File: src/rtl/bus_gate_controller.sv
// Bus entry/exit gate sequencer: arbitrates entry/exit requests onto one door,
// validates rider ID and capacity, and owns the registered occupancy count.
module bus_gate_controller #(
  parameter int unsigned CAP        = 31,
  parameter int unsigned CNT_W      = 5,
  parameter int unsigned ID_W       = 8,
  parameter int unsigned DOOR_CYC   = 4,
  parameter int unsigned LIGHT_HOLD = 8
) (
  input  logic             Clk,
  input  logic             reset,
  input  logic             entry_req,
  input  logic [ID_W-1:0]  entry_id,
  input  logic [ID_W-1:0]  valid_id,
  input  logic             exit_req,
  output logic             entry_ack,
  output logic             entry_deny,
  output logic             exit_ack,
  output logic             exit_deny,
  output logic             door_open,
  output logic             busy,
  output logic [CNT_W-1:0] occupancy,
  output logic             full,
  output logic             empty,
  output logic             light
);

  localparam int unsigned TMR_W  = $clog2(DOOR_CYC + 1);
  localparam int unsigned HOLD_W = $clog2(LIGHT_HOLD + 1);
  localparam logic [CNT_W-1:0]  CAP_V  = CNT_W'(CAP);
  localparam logic [TMR_W-1:0]  DOOR_V = TMR_W'(DOOR_CYC);
  localparam logic [HOLD_W-1:0] HOLD_V = HOLD_W'(LIGHT_HOLD);

  typedef enum logic [2:0] {
    IDLE, CHECK, OPEN_IN, OPEN_OUT, DENY_IN, DENY_OUT
  } state_t;

  typedef enum logic {RR_ENTRY, RR_EXIT} rr_t;

  state_t            state, state_n;
  rr_t               rr_last, rr_n;
  logic [TMR_W-1:0]  tmr, tmr_n;
  logic [HOLD_W-1:0] hold, hold_n;
  logic [CNT_W-1:0]  occ_n;
  logic              eack_n, edeny_n, xack_n, xdeny_n, door_n, light_n;
  logic              take_exit;

  always_ff @(posedge Clk or negedge reset) begin
    if (!reset) begin
      state      <= IDLE;
      rr_last    <= RR_EXIT;
      tmr        <= '0;
      hold       <= '0;
      occupancy  <= '0;
      entry_ack  <= 1'b0;
      entry_deny <= 1'b0;
      exit_ack   <= 1'b0;
      exit_deny  <= 1'b0;
      door_open  <= 1'b0;
      busy       <= 1'b0;
      full       <= 1'b0;
      empty      <= 1'b1;
      light      <= 1'b0;
    end else begin
      state      <= state_n;
      rr_last    <= rr_n;
      tmr        <= tmr_n;
      hold       <= hold_n;
      occupancy  <= occ_n;
      entry_ack  <= eack_n;
      entry_deny <= edeny_n;
      exit_ack   <= xack_n;
      exit_deny  <= xdeny_n;
      door_open  <= door_n;
      busy       <= (state_n != IDLE);
      full       <= (occ_n == CAP_V);
      empty      <= (occ_n == '0);
      light      <= light_n;
    end
  end

  // Outputs are computed one state ahead so every port comes straight from a flop.
  always_comb begin
    state_n   = state;
    rr_n      = rr_last;
    tmr_n     = tmr;
    occ_n     = occupancy;
    eack_n    = 1'b0;
    edeny_n   = 1'b0;
    xack_n    = 1'b0;
    xdeny_n   = 1'b0;
    door_n    = door_open;
    take_exit = 1'b0;

    case (state)
      IDLE: begin
        door_n = 1'b0;
        if (entry_req || exit_req) begin
          // A full bus always lets someone out first; otherwise alternate.
          take_exit = exit_req && (!entry_req || full || (rr_last == RR_ENTRY));
          if (take_exit) begin
            rr_n = RR_EXIT;
            if (occupancy != '0) begin
              state_n = OPEN_OUT;
              xack_n  = 1'b1;
              occ_n   = occupancy - 1'b1;
              door_n  = 1'b1;
              tmr_n   = DOOR_V;
            end else begin
              state_n = DENY_OUT;
              xdeny_n = 1'b1;
            end
          end else begin
            rr_n    = RR_ENTRY;
            state_n = CHECK;
          end
        end
      end
      CHECK: begin
        if ((entry_id == valid_id) && (occupancy < CAP_V)) begin
          state_n = OPEN_IN;
          eack_n  = 1'b1;
          occ_n   = occupancy + 1'b1;
          door_n  = 1'b1;
          tmr_n   = DOOR_V;
        end else begin
          state_n = DENY_IN;
          edeny_n = 1'b1;
        end
      end
      OPEN_IN, OPEN_OUT: begin
        if (tmr == TMR_W'(1)) begin
          state_n = IDLE;
          door_n  = 1'b0;
        end else begin
          tmr_n = tmr - 1'b1;
        end
      end
      DENY_IN, DENY_OUT: state_n = IDLE;
      default: state_n = IDLE;
    endcase
  end

  // Light hold starts on the 1->0 occupancy step and is cancelled by any rider on board.
  always_comb begin
    hold_n = '0;
    if (occ_n != '0)
      hold_n = '0;
    else if (occupancy != '0)
      hold_n = HOLD_V;
    else if (hold != '0)
      hold_n = hold - 1'b1;
    light_n = (occ_n != '0) || (hold_n != '0);
  end

endmodule

File: config.mk
export PLATFORM = sky130hd
export DESIGN_NAME = bus_gate_controller
export DESIGN_NICKNAME = d
export VERILOG_FILES = /design/src/rtl/bus_gate_controller.sv
export SDC_FILE = /design/constraint.sdc
export NUM_CORES = 1
export LEC_CHECK = 0
export CORE_MARGIN = 1.5
export CORE_UTILIZATION = 53
export CTS_CLUSTER_DIAMETER = 40
export CTS_CLUSTER_SIZE = 10
export DETAILED_ROUTE_END_ITERATION = 16
export GPL_ROUTABILITY_DRIVEN = 0
export GPL_TIMING_DRIVEN = 0
export PLACE_DENSITY_LB_ADDON = 0.12
export RECOVER_POWER = 25
export SLEW_MARGIN = 20
export SYNTH_ARGS = -nofsm -noshare
export SYNTH_HDL_FRONTEND = slang
export SYNTH_SLANG_ARGS = --single-unit
File: constraint.sdc
create_clock -name Clk -period 5.38 [get_ports Clk]
set_clock_uncertainty 0.15 [all_clocks]
set_input_delay 0.807 -clock Clk [delete_from_list [all_inputs] [get_ports Clk]]
set_output_delay 0.807 -clock Clk [all_outputs]
set_load 0.03 [all_outputs]
==> results of run 1 <==
==> stage by stage <==
stage | hold WS [ns] | util
after floorplan | 0.276 | -
after global placement | 0.292 | 0.715
after detailed placement | 0.309 | 0.715
after CTS | 0.328 | 0.726
after global routing | 0.339 | 0.723
final | 0.325 | 0.723
==> Yosys cell counts (all sizes together) <==
| cell | count | share of area |
|---|---|---|
| xnor2 | 9 | 0.065 |
| or3b | 1 | 0.0060 |
| nor3 | 5 | 0.017 |
| nand4 | 4 | 0.017 |
| a21boi | 1 | 0.0052 |
| dfrtp | 23 | 0.40 |
| or4b | 2 | 0.014 |
| or2 | 1 | 0.0043 |
| o311ai | 4 | 0.024 |
| o2111ai | 1 | 0.0060 |
| nor4 | 3 | 0.013 |
| nand2 | 12 | 0.033 |
| nor3b | 3 | 0.016 |
| a21oi | 2 | 0.015 |
| a211o | 1 | 0.0060 |
| dfstp | 2 | 0.036 |
| nand2b | 2 | 0.0086 |
| nand3b | 2 | 0.010 |
| o41a | 1 | 0.0078 |
| nand3 | 4 | 0.017 |
| or3 | 3 | 0.013 |
| o31ai | 1 | 0.0052 |
| buf | 5 | 0.017 |
| o21ai | 2 | 0.0069 |
| mux2i | 6 | 0.041 |
| o22ai | 3 | 0.013 |
| inv | 16 | 0.041 |
| nand4b | 1 | 0.0060 |
| o211ai | 3 | 0.019 |
| and3 | 1 | 0.0043 |
| nor4b | 3 | 0.022 |
| a32oi | 1 | 0.0060 |
| or4 | 1 | 0.0052 |
| nor2 | 11 | 0.030 |
| ha | 6 | 0.052 |
==> routing by layer <==
layer,vias up,track usage,wire length (um)
li1,594,-,-
met1,603,0.287,1340
met2,57,0.355,1520
met3,10,0.0445,190
met4,0,0.0801,49
met5,-,0,0
==> how the worst min path moves through the flow <==
stage,from,endpoint,slack [ns],cells past startpoint
3_5_place_dp,rr_last,rr_last,0.31,2
2_1_floorplan,hold[0],hold[0],0.28,1
5_1_grt,rr_last,rr_last,0.34,2
4_1_cts,rr_last,rr_last,0.33,2
6_report,hold[0],hold[0],0.32,1
3_3_place_gp,hold[0],hold[0],0.29,1
==> sequential cells by signal, indices dropped and copies added, names as in the netlist <==
register and cells:
occupancy 5, hold 4, state 3, tmr 3, busy 1, door_open 1
empty 1, entry_ack 1, entry_deny 1, exit_ack 1, exit_deny 1, full 1
light 1, rr_last 1
==> cell families (layout without fill, tap and decap cells) <==
| logic type | after synthesis | after routing | synth area share |
|---|---|---|---|
| buffers and inverters | 21 | 58 | 0.0586 |
| XOR/XNOR | 9 | 9 | 0.0647 |
| adder cells (fa/ha/maj) | 6 | 6 | 0.0517 |
| AO/OA/AOI/OAI | 20 | 20 | 0.114 |
| flip-flops | 25 | 25 | 0.433 |
| AND/OR/NAND/NOR | 59 | 59 | 0.237 |
| multiplexers | 6 | 6 | 0.0414 |
==> area by class of cell <==
cell class	count	area, um^2	area share
buffer	5	25.0	0.0136
clock buffer	3	22.5	0.0122
clock inverter	1	5.00	0.00272
inverter	16	60.1	0.0326
multi-input combinational	100	738	0.401
sequential	25	628	0.341
tap	30	37.5	0.0204
timing repair buffer	33	324	0.176
==> power groups by stage <==
stage                     clock network [mW]  logic, mW  registers, mW
after global placement                     0      0.420          0.307
after global routing                  0.0936      0.481          0.316
after detailed placement                   0      0.436          0.311
after floorplan                            0      0.245          0.357
after CTS                             0.0858      0.438          0.308
final                                 0.0832      0.437          0.310
==> critical path, cell delays in order <==
cell	delay [ns]
clkdlybuf4s50_1	0.45
xnor2_2	0.22
o211ai_2	0.16
or4_1	0.51
buf_2	0.18
a21oi_4	0.15
inv_2	0.05
or4b_1	0.48
buf_2	0.17
or3_1	0.37
==> impl_metrics.ini, run 1 <==
[floorplan]
initial_utilization = 0.570
die_width_um = 55.3
row_count = 18
ios = 34
coreArea_um2 = 2540
die_area_um2 = 3060
die_h_um = 55.3

[pwr]
p_comb_frac = 0.526
clkPwrFrac = 0.100
power_density_nw_per_um2 = 451
seqPwrFrac = 0.373
p_sw_mw = 0.367
finalPower_mw = 0.830
internal_power_mw = 0.464
peakVddDrop_mv = 0.361
switching_share = 0.442
total_leakage_power_nw = 0.790

[clock_network]
ctsResizeCount = 0
clk_latency_ns = 0.32
cts_setup_buffers = 0
cts_made_buffers = 3
hold_buffers = 0
clk_transition_reported_paths_ns = 0.13
cts_max_path_buffers = 2
cts_tree = built
htreeDepth = 1
root_buffer = clkbuf_4
cts_sinks = 25

[min_path]
holdCritPathClass = reg -> reg

[placed_design]
numPortBuffers = 33
dp_cells = 209
placed_area_um2 = 1820
dp_slack_ns = 1.57
dpl.hpwl_um = 2460

[cells_and_area]
stdcell_area_um2 = 1840
fin_nets = 210
num-fill-cells = 209
syn2layout_area_growth_pct = 26.8
mostFrequentLayoutCells = 32 x clkdlybuf4s50_1, 23 x dfrtp_1, 14 x inv_1
antenna_cells = 0
drive_above_1_share = 0.126
layout_commonest_cell = clkdlybuf4s50_1
fin_cells = 213

[global_route]
overflow = 0
grt_usage = 0.218
grt_max_degree = 26
grt_pass1_vias = 1262
grt_pass1_wl_um = 5440
antenna_found_initial = 0

[sta]
fin_crit_ns = 3.48
worstMarginPinSlew_ns = 1.28
setup_viol = 0
tns_ns = 0
fin_ws_ns = 1.90
max_slew_margin = 0.148
final-max-slew-violation-count = 0
fmax_mhz = 287
post-route-period-util = 0.647
finalHoldViolations = 0
rsz0062_at_grt = false

[run]
max_cap_viol_count = 0

[drt]
first_iter_violations = 55
firstDrtPassIters = 5
vias = 1264
ant_nets = 0
post-route-drc-count = 0
routed_wl_um = 3100
post_drt_wl_per_cell_um = 14.6
viasPerCell = 5.93

[worst_setup_path]
crit_end = light
path_class = in -> reg
rrSetupSlack_ns = 2.21
r2r-start = occupancy[0]
r2r_end = light
required_ns = 5.44
start_kind = primary input
crit_start = valid_id[5]
arrival_ns = 3.54
cp_max_fo = 6
reg2reg_depth = 12
worstSetupEndpointType = flop

[synthesis]
syn_inst = 146
ys_ff_latch = 25
synthesis.nets = 172
yosysWarnings = 0
synth_seq_area_share = 0.433
syn_area_per_cell_um2 = 9.94
yosysUniqueCellTypes = 43
syn-cell-area_um2 = 1450

[status]
status = finished, final reports clean
Power figures use the tool's default switching activity.
==> inputs of run 2 (changes only) <==
--- a/config.mk
+++ b/config.mk
@@ -6,7 +6,7 @@
 export NUM_CORES = 1
 export LEC_CHECK = 0
 export CORE_MARGIN = 1.5
-export CORE_UTILIZATION = 53
+export CORE_UTILIZATION = 44
 export CTS_CLUSTER_DIAMETER = 40
 export CTS_CLUSTER_SIZE = 10
 export DETAILED_ROUTE_END_ITERATION = 16
==> constraint.sdc (replaced) <==
create_clock -name Clk -period 3.2 [get_ports Clk]
set_clock_uncertainty 0.15 [all_clocks]
set_input_delay 0.48 -clock Clk [delete_from_list [all_inputs] [get_ports Clk]]
set_output_delay 0.48 -clock Clk [all_outputs]
set_load 0.03 [all_outputs]
==> run 2 against run 1 <==
  * Register-to-register slack worse by 2.1 ns
  * First-iteration DRC count decreased by 13%
  * Critical endpoint unchanged
  * Die area is 19% higher
==> impl_metrics.ini, run 2 (synthesis gave the netlist of run 1 again) <==
[status]
status = finished, final reports clean

[floorplan]
die_width_um = 60.4
die_h_um = 60.4
ios = 34
die_area_um2 = 3650
initial_utilization = 0.468
row_count = 20
coreArea_um2 = 3100

[sta]
setup_viol = 0
finalHoldViolations = 0
fmax_mhz = 318
final-max-slew-violation-count = 0
fin_crit_ns = 3.15
max_slew_margin = 0.114
post-route-period-util = 0.983
rsz0062_at_grt = false
worstMarginPinSlew_ns = 1.33
fin_ws_ns = 0.0535

[global_route]
antenna_found_initial = 0
grt_pass1_vias = 1164
overflow = 0
grt_max_degree = 26
grt_pass1_wl_um = 5280
grt_usage = 0.197

[drt]
first_iter_violations = 48
routed-wl-met3_um = 155
post_drt_wl_per_cell_um = 14.1
firstDrtPassIters = 5
top_layer = met4
post-route-drc-count = 0
viasPerCell = 5.41
vias = 1234
routed-wl-met2_um = 1550
routed_wl_um = 3220
wl_met1_um = 1450
ant_nets = 0

[pwr]
finalPower_mw = 1.40
seqPwrFrac = 0.374
total_leakage_power_nw = 0.790
p_sw_mw = 0.613
peakVddDrop_mv = 0.326
clkPwrFrac = 0.101
internal_power_mw = 0.783
power_density_nw_per_um2 = 748
switching_share = 0.439
p_comb_frac = 0.526

[cells_and_area]
largest_register_ffs = 5
postLayoutCoreUtil = 0.601
syn2layout_area_growth_pct = 28.5
fin_nets = 211
layout_commonest_cell = clkdlybuf4s50_1
antenna_cells = 0
num-fill-cells = 297
seqCellArea_um2 = 629
mostFrequentLayoutCells = 32 x clkdlybuf4s50_1, 22 x dfrtp_1, 14 x inv_1
top_register = occupancy
multi_input_area_um2 = 738
drive_above_1_share = 0.130
stdcell_area_um2 = 1870
reg.largest.list = occupancy: 5 flops, hold: 4 flops

[clock_network]
clk_latency_ns = 0.32
clk_transition_reported_paths_ns = 0.13
cts_max_path_buffers = 2
cts_tree = built
cts_made_buffers = 3
root_buffer = clkbuf_4
cts_sinks = 25
htreeDepth = 1

[worst_setup_path]
path_common_cell = buf_2
cp_slowest_cell = or4_1
path_cells = clkdlybuf4s50_1 -> xnor2_2 -> o211ai_2 -> or4_1 -> buf_2 -> o211ai_1 -> or4b_1 -> buf_2 -> or3_1
required_ns = 3.26
arrival_ns = 3.21
cp_max_fo = 6
crit_buf_inv = 3
crit_start = valid_id[5]
r2r-start = occupancy[0]
worstSetupEndpointType = flop
slowest_delay_ns = 0.50
path_delay_family = simple AND/OR/NAND/NOR gates
start_kind = primary input
path_class = in -> reg

[min_path]
holdCritPathClass = in -> async

[placed_design]
numPortBuffers = 33
dpl.hpwl_um = 2510
placed_area_um2 = 1840
dp_slack_ns = -0.289

[run]
max_cap_viol_count = 0
[run 2: cell types whose count changed in the layout (fill, tap and decap cells not counted)]
| cell | change |
|---|---|
| dfrtp_2 | +1 |
| dfrtp_1 | -1 |
| clkbuf_1 | +1 |
| buf_4 | +1 |
| clkinv_2 | -1 |
[run 2: final cells by class]
class                   instances  share of cell area
flip-flops and latches         25               0.337
clock buffers                   4              0.0141
repair buffers                 34               0.178
well taps                      44              0.0295
multi-input cells             100               0.396
plain buffers                   5              0.0134
inverters                      16              0.0322
[run 2: routing by layer]
metal  vias to the layer above  GRT usage
met2                        47      0.329
met1                       581      0.259
met3                         4     0.0128
met4                         0      0.102
li1                        602          -
met5                         -          0
[run 2: final timing paths]
path / slack (ns) / endpoint / cells past startpoint
worst max register to register: 0.11 / light / 11
worst min register to register: 0.33 / rr_last / 2
min in group Clk: 0.33 / rr_last / 2
max in group asynchronous: 1.76 / occupancy[0] / 1
worst min-delay path: 0.28 / exit_ack / 1
worst max-delay path: 0.05 / light / 9
[run 2: per-stage QoR]
stage          hold WS (ns)  cells  TNS [ns]
2_1_floorplan        0.0344    146         0
3_5_place_dp          0.308    223    -0.672
3_3_place_gp          0.299    223    -0.590
4_1_cts               0.325    227         0
6_report              0.280    228         0
5_1_grt               0.360    228         0
[run 2: power by group through the flow]
stage          clock [mW]  combinational (mW)  sequential, mW
4_1_cts             0.146               0.737           0.518
6_report            0.141               0.734           0.522
3_5_place_dp            0               0.733           0.526
5_1_grt             0.160               0.807           0.538
2_1_floorplan           0               0.412           0.601
3_3_place_gp            0               0.717           0.521
[run 2: timing repair]
item,4_1_cts,5_1_grt
hold buffers,0,0
setup buffers,0,1
resized for setup,0,1
setup endpoints to repair,0,3
